### src/rtl/cpu_pkg.sv
// Shared CPU definitions: control-bundle bit positions, default stage widths
// and a constant-evaluable clog2 used to size pointers and counters.
package cpu_pkg;

  localparam int BR_ZERO = 0;
  localparam int BR_NEG  = 1;
  localparam int JUMPMEM = 2;
  localparam int JUMP    = 3;
  localparam int PC2REG  = 4;
  localparam int MEM2REG = 5;
  localparam int REGWRT  = 6;

  localparam int DATA_W = 32;
  localparam int CTRL_W = 7;

  function automatic int clog2(input int value);
    int result;
    result = 0;
    for (int i = 0; i < 31; i++) begin
      if ((32'sd1 <<< i) < value) begin
        result = i + 1;
      end
    end
    return result;
  endfunction

endpackage

### src/rtl/pipe_fifo_mem.sv
// Entry storage for the stage buffer: DEPTH registers, one synchronous write
// port, one asynchronous read port, cleared by synchronous reset.
module pipe_fifo_mem #(
  parameter int DEPTH = 2,
  parameter int AW    = 1,
  parameter int DW    = 39
) (
  input  logic          clock,
  input  logic          reset,
  input  logic          wr_en,
  input  logic [AW-1:0] wr_addr,
  input  logic [DW-1:0] wr_data,
  input  logic [AW-1:0] rd_addr,
  output logic [DW-1:0] rd_data
);

  logic [DW-1:0] mem_q [DEPTH];
  logic [DW-1:0] mem_d [DEPTH];

  // next-state of the storage array: only the addressed entry changes
  always_comb begin
    mem_d = mem_q;
    if (wr_en) begin
      mem_d[wr_addr] = wr_data;
    end else begin
      mem_d = mem_q;
    end
  end

  // storage registers with synchronous clear
  always_ff @(posedge clock) begin
    if (reset) begin
      for (int i = 0; i < DEPTH; i++) begin
        mem_q[i] <= '0;
      end
    end else begin
      mem_q <= mem_d;
    end
  end

  assign rd_data = mem_q[rd_addr];

endmodule

### src/rtl/pipe_stage_buff.sv
// Elastic valid/ready pipeline register holding DEPTH entries of data plus
// control, with synchronous flush and a saturating stall-cycle counter.
module pipe_stage_buff
  import cpu_pkg::*;
#(
  parameter int WIDTH      = DATA_W,
  parameter int CTRL_WIDTH = CTRL_W,
  parameter int DEPTH      = 2,
  parameter int CNT_W      = 16
) (
  input  logic                          clock,
  input  logic                          reset,
  input  logic                          in_valid,
  output logic                          in_ready,
  input  logic [WIDTH-1:0]              in_data,
  input  logic [CTRL_WIDTH-1:0]         in_ctrl,
  input  logic                          flush,
  output logic                          out_valid,
  input  logic                          out_ready,
  output logic [WIDTH-1:0]              out_data,
  output logic [CTRL_WIDTH-1:0]         out_ctrl,
  output logic [clog2(DEPTH+1)-1:0]     count,
  output logic [CNT_W-1:0]              stall_cycles
);

  localparam int PTR_W   = (DEPTH > 1) ? clog2(DEPTH) : 1;
  localparam int OCC_W   = clog2(DEPTH + 1);
  localparam int ENTRY_W = WIDTH + CTRL_WIDTH;

  logic [PTR_W-1:0]   wr_ptr_q, wr_ptr_d;
  logic [PTR_W-1:0]   rd_ptr_q, rd_ptr_d;
  logic [OCC_W-1:0]   count_q, count_d;
  logic [CNT_W-1:0]   stall_q, stall_d;
  logic               push, pop;
  logic [ENTRY_W-1:0] head_entry;

  // DEPTH need not be a power of two, so the wrap is explicit
  function automatic logic [PTR_W-1:0] ptr_inc(input logic [PTR_W-1:0] p);
    if (p == PTR_W'(DEPTH - 1)) begin
      return '0;
    end else begin
      return p + PTR_W'(1);
    end
  endfunction

  // ready depends on registered occupancy only, never on out_ready
  assign in_ready  = !reset && (count_q < OCC_W'(DEPTH));
  assign out_valid = (count_q != '0);

  // handshakes, pointer/occupancy update, flush priority and stall counting
  always_comb begin
    push     = in_valid && in_ready && !flush;
    pop      = out_valid && out_ready && !flush;
    wr_ptr_d = wr_ptr_q;
    rd_ptr_d = rd_ptr_q;
    count_d  = count_q;
    stall_d  = stall_q;
    if (flush) begin
      wr_ptr_d = '0;
      rd_ptr_d = '0;
      count_d  = '0;
    end else begin
      if (push) begin
        wr_ptr_d = ptr_inc(wr_ptr_q);
      end else begin
        wr_ptr_d = wr_ptr_q;
      end
      if (pop) begin
        rd_ptr_d = ptr_inc(rd_ptr_q);
      end else begin
        rd_ptr_d = rd_ptr_q;
      end
      case ({push, pop})
        2'b10:   count_d = count_q + OCC_W'(1);
        2'b01:   count_d = count_q - OCC_W'(1);
        default: count_d = count_q;
      endcase
    end
    if (out_valid && !out_ready && !flush && (stall_q != {CNT_W{1'b1}})) begin
      stall_d = stall_q + CNT_W'(1);
    end else begin
      stall_d = stall_q;
    end
  end

  // control registers; reset overrides flush, push and pop
  always_ff @(posedge clock) begin
    if (reset) begin
      wr_ptr_q <= '0;
      rd_ptr_q <= '0;
      count_q  <= '0;
      stall_q  <= '0;
    end else begin
      wr_ptr_q <= wr_ptr_d;
      rd_ptr_q <= rd_ptr_d;
      count_q  <= count_d;
      stall_q  <= stall_d;
    end
  end

  pipe_fifo_mem #(
    .DEPTH (DEPTH),
    .AW    (PTR_W),
    .DW    (ENTRY_W)
  ) u_mem (
    .clock   (clock),
    .reset   (reset),
    .wr_en   (push),
    .wr_addr (wr_ptr_q),
    .wr_data ({in_ctrl, in_data}),
    .rd_addr (rd_ptr_q),
    .rd_data (head_entry)
  );

  // stale storage after a flush must not leak out while empty
  assign out_data     = out_valid ? head_entry[WIDTH-1:0] : '0;
  assign out_ctrl     = out_valid ? head_entry[ENTRY_W-1:WIDTH] : '0;
  assign count        = count_q;
  assign stall_cycles = stall_q;

endmodule

### config.mk
export PLATFORM = sky130hd
export DESIGN_NAME = pipe_stage_buff
export DESIGN_NICKNAME = d
export VERILOG_FILES = /design/src/rtl/cpu_pkg.sv /design/src/rtl/pipe_fifo_mem.sv /design/src/rtl/pipe_stage_buff.sv
export SDC_FILE = /design/constraint.sdc
export NUM_CORES = 1
export LEC_CHECK = 0
export BUFFER_PORTS_ARGS = -buffer_cell sky130_fd_sc_hd__buf_2
export CELL_PAD_IN_SITES_DETAIL_PLACEMENT = 2
export CELL_PAD_IN_SITES_GLOBAL_PLACEMENT = 2
export CORE_UTILIZATION = 30
export DETAILED_ROUTE_END_ITERATION = 10
export HOLD_SLACK_MARGIN = 0.15
export PLACE_DENSITY_LB_ADDON = 0.1
export SLEW_MARGIN = 5
export SYNTH_ARGS = -nofsm -noshare
export SYNTH_HDL_FRONTEND = slang
export SYNTH_SLANG_ARGS = --single-unit
### constraint.sdc
create_clock -name clock -period 2.2 [get_ports clock]
set_clock_uncertainty 0.1 [all_clocks]
set_input_delay 0.44 -clock clock [delete_from_list [all_inputs] [get_ports clock]]
set_output_delay 0.44 -clock clock [all_outputs]
set_load 0.03 [all_outputs]
==> impl.org <==
** Worst setup path
- STA puts the critical path data required time at 1.66 ns.
- Nature of the critical path startpoint :: flop
- Walking the worst path, the cells encountered are nor2_4 -> buf_12 -> nor2_1 -> buf_2.
- Grouping stages by cell kind, the critical path spends the most delay in buffers and inverters.
- Critical path capture point type :: output port
- On the critical path, the stage with the largest delay is an instance of sky130_fd_sc_hd__dfxtp_1.
- Buf/Inv on CP :: 2
- Critical path's largest stage delay :: 0.33 ns
- For the worst setup path, the data arrival time is 1.57 ns.
- Along the worst path, the maximum fanout reaches 34.
- The setup path with the least slack is of type reg -> out.

** Floorplan
- Number of top-level pins :: 103
- From left edge to right edge, the die measures 122 um.
- CORE AREA :: 13900 um^2
- Number of core rows :: 43
- Die Y-Extent :: 122 um
- Starting utilization of the core area :: 0.308
- Floorplan die area :: around 15000 um^2

** Synthesis
- Post-synth ARST share :: 0
- Counting flops with a built-in enable in the synthesized netlist gives 0.
- Portion of synthesized cell area occupied by the leading cell type :: 0.457
- For this run, the leading register cell type out of synthesis is sky130_fd_sc_hd__dfxtp_1.
- For this run, the number of Yosys warnings is 0.
- Cell taking the most area after synthesis :: sky130_fd_sc_hd__dfxtp_1
- Synth Net Count :: 596
- Synthesis produced a netlist whose cell count is 550.
- Averaged over all synthesized cells, the footprint is slightly below 8 um^2.
- Counting flops and latches in the post-synthesis netlist gives 98.
- The cell area that synthesis handed to floorplanning was 4300 um^2.
- Fraction of the yosys area taken by sequential cells :: 0.457
- Top cells by area in the synthesized netlist :: sky130_fd_sc_hd__dfxtp_1 46%, sky130_fd_sc_hd__nand2_1 14%, sky130_fd_sc_hd__a21oi_1 9.9%, sky130_fd_sc_hd__mux2i_1 9.1%, sky130_fd_sc_hd__nor2_1 4.6%
- Synthesis instantiated 38 different standard cells from the library.

** Placed design
- Routability-driven placement finished with a final weighted congestion of 0.774.
- IO Port Bufs :: 102
- Detailed placement ended at an HPWL of 9490 um.
- Post-Place Worst Slack :: -0.0258 ns

** Timing
- Actual transition at the worst max-transition pin :: 0.525 ns
- Setup violations remaining at the end of the flow were counted as 0.
- Final TNS setup :: 0 ns
- RSZ-0062 raised after global routing :: no
- Fin worst setup slack :: 0.0934 ns
- After layout, the minimum clock period comes to 2.11 ns.
- The final hold violation count is 0.
- Derived from the worst setup path, the maximum achievable clock frequency is approximately 470 MHz.
- Headroom to the max-slew limit came out at 0.647.
- Dividing the final minimum period by the clock period gives 0.958.
- The final-report max-slew violation count is 0.

** CTS
- Deepest clock path buffer count :: 2
- Number of clock sinks :: 98
- Clock tree synthesis inserted a total of 9 buffers.
- H-tree Lvls :: 3
- For the worst-skew pair, the clock arrives at the later sink with an insertion delay of 0.35 ns.
- Buffers inserted by post-CTS timing repair :: 0
- Clock tree synthesis selected as its root buffer the cell sky130_fd_sc_hd__clkbuf_16.
- Clock input transition at the sequential cells of the worst setup and hold paths :: 0.06 ns
- In this run, post-CTS hold repair placed 0 buffers.
- TritonCTS built the clock tree.
- The number of gates resized after CTS was 0.

** Finish
- Relative to the synthesized area, the layout overhead comes to 27.9%.
- Final core area utilization :: 0.394
- For this run, the post-layout net count is around 700.
- In the final layout, the share of cells above drive strength 1 is 0.235.

** GRT
- Wire length of the first global-routing pass :: 22900 um
- The via count of the first global-routing pass came to 4572.
- Pin count of the biggest net entering global routing :: 107
- The total overflow left after global routing is 0.
- Total routing resource utilization after global routing :: 0.200
- Number of antenna violations at the first check in global routing :: 0

** Drt
- For this run, design rule violations remaining after detail routing come to 0.
- In the final routed layout, each cell accounts on average for 16.8 um.
- Average via count per standard cell :: around 5
- Routed vias :: about 4200
- Final ANT Viol Nets :: 0
- Total length of routed wires :: 14000 um
- Initial detailed-routing violation count :: 130
- Drt first pass iters :: 4

** Power
- Total leakage power :: 2.00 nW
- In this run the power density over the cells is roughly 670 nW/um^2.
- VDD IR max :: 0.368 mV
- Total Power Consumption :: 3.66 mW

** Min path
- Class of the worst hold path :: in -> reg

** Run status
- Run status :: finished, final reports clean

** Job
- Maximum Capacitance Violations :: 0
cell families (layout without fill, tap and decap cells):
group,after synthesis,count (layout),share of synthesized area
other,0,1,0
and+or+nand+nor,264,264,0.264
adders and majority gates,2,2,0.00582
AOI/OAI and AO/OA,96,96,0.117
muxes,46,46,0.109
DFF,98,98,0.457
xor gates and xnor gates,4,4,0.00816
buffers and inverters,40,145,0.0390
worst register-to-register path, stage by stage, from the launching register on:
cell                      delay, ns
sky130_fd_sc_hd__dfxtp_2       0.37
sky130_fd_sc_hd__ha_1          0.21
sky130_fd_sc_hd__nand3_1       0.12
sky130_fd_sc_hd__or3_1         0.42
sky130_fd_sc_hd__nor4_1        0.35
sky130_fd_sc_hd__mux2_2        0.37
cell type report:
type,count,area [um^2]
fillers,1638,8440
multi-input cells,412,2180
flip-flops and latches,98,1970
repair buffers,126,806
clock buffers,14,264
well taps,180,225
clock inverters,2,35.0
inverters,3,11.3
diodes,1,2.50
flip-flops by register name, summed over array words and instances (netlist names):
name	count
wr_ptr_q	1
u_mem.mem_q	78
stall_cycles	16
count	2
rd_ptr_q	1
routing by layer:
metal	GRT usage	part of all wire	wire, um
met3	0.0501	0.039	549
met2	0.364	0.51	7160
met1	0.231	0.44	6160
met5	0	0	0
met4	0.0548	0.012	163
path summary, 6_finish.rpt:
check / from / to / slack (ns) / depth (start not counted)
worst min-delay path: in_data[2] / u_mem.mem_q[2] / 0.24 / 3
worst max-delay path: count[1] / out_data[1] / 0.09 / 4
worst max register to register: stall_cycles[0] / stall_cycles[10] / 0.16 / 5
worst min register to register: u_mem.mem_q[56] / u_mem.mem_q[56] / 0.36 / 2
stage by stage:
stage,area (um^2),hold WS (ns),cells
floorplan,4300,0.336,550
global placement,5190,0.341,819
detailed placement,5190,0.349,819
CTS,5490,0.222,835
global route,5490,0.234,835
finish,5490,0.241,836
cells in the final DEF (no fill, tap or decap), types with 2 or more instances in the layout:
master,instances
sky130_fd_sc_hd__or3_1,3
sky130_fd_sc_hd__buf_12,9
sky130_fd_sc_hd__clkbuf_8,2
sky130_fd_sc_hd__nor4b_1,3
sky130_fd_sc_hd__nor2_4,2
sky130_fd_sc_hd__mux2_2,7
sky130_fd_sc_hd__xnor2_1,2
sky130_fd_sc_hd__o21ai_0,3
sky130_fd_sc_hd__nor2b_1,7
sky130_fd_sc_hd__nor4bb_1,2
sky130_fd_sc_hd__a21oi_1,85
sky130_fd_sc_hd__clkbuf_1,3
sky130_fd_sc_hd__buf_4,16
sky130_fd_sc_hd__dfxtp_2,3
sky130_fd_sc_hd__or4_1,3
sky130_fd_sc_hd__dfxtp_1,95
sky130_fd_sc_hd__inv_1,3
sky130_fd_sc_hd__mux2i_1,39
sky130_fd_sc_hd__nand3b_1,2
sky130_fd_sc_hd__nand2_1,164
sky130_fd_sc_hd__nor4_1,3
sky130_fd_sc_hd__nor3_1,8
sky130_fd_sc_hd__and4_1,2
sky130_fd_sc_hd__xor2_1,2
sky130_fd_sc_hd__clkbuf_16,9
sky130_fd_sc_hd__buf_2,101
sky130_fd_sc_hd__o31ai_1,3
sky130_fd_sc_hd__ha_1,2
sky130_fd_sc_hd__nand3_1,3
sky130_fd_sc_hd__nor2_1,51
sky130_fd_sc_hd__nand4_1,5
cell usage after synthesis, types with 4 or more instances:
cell                       number
sky130_fd_sc_hd__nand2_1      164
sky130_fd_sc_hd__dfxtp_1       98
sky130_fd_sc_hd__a21oi_1       85
sky130_fd_sc_hd__nor2_1        53
sky130_fd_sc_hd__mux2i_1       39
sky130_fd_sc_hd__clkbuf_1      26
sky130_fd_sc_hd__nor3_1         8
sky130_fd_sc_hd__mux2_2         7
sky130_fd_sc_hd__nor2b_1        7
sky130_fd_sc_hd__buf_2          5
sky130_fd_sc_hd__nand4_1        5
sky130_fd_sc_hd__buf_1          4
power breakdown:
part	switching, mW	leakage [nW]	internal (mW)
sequential	0.0142	0.794	1.80
combinational	0.141	1.06	0.0871
clock	0.673	0.147	0.944
total	0.829	2.00	2.83
Note: power is estimated with default switching activity, not from simulation.
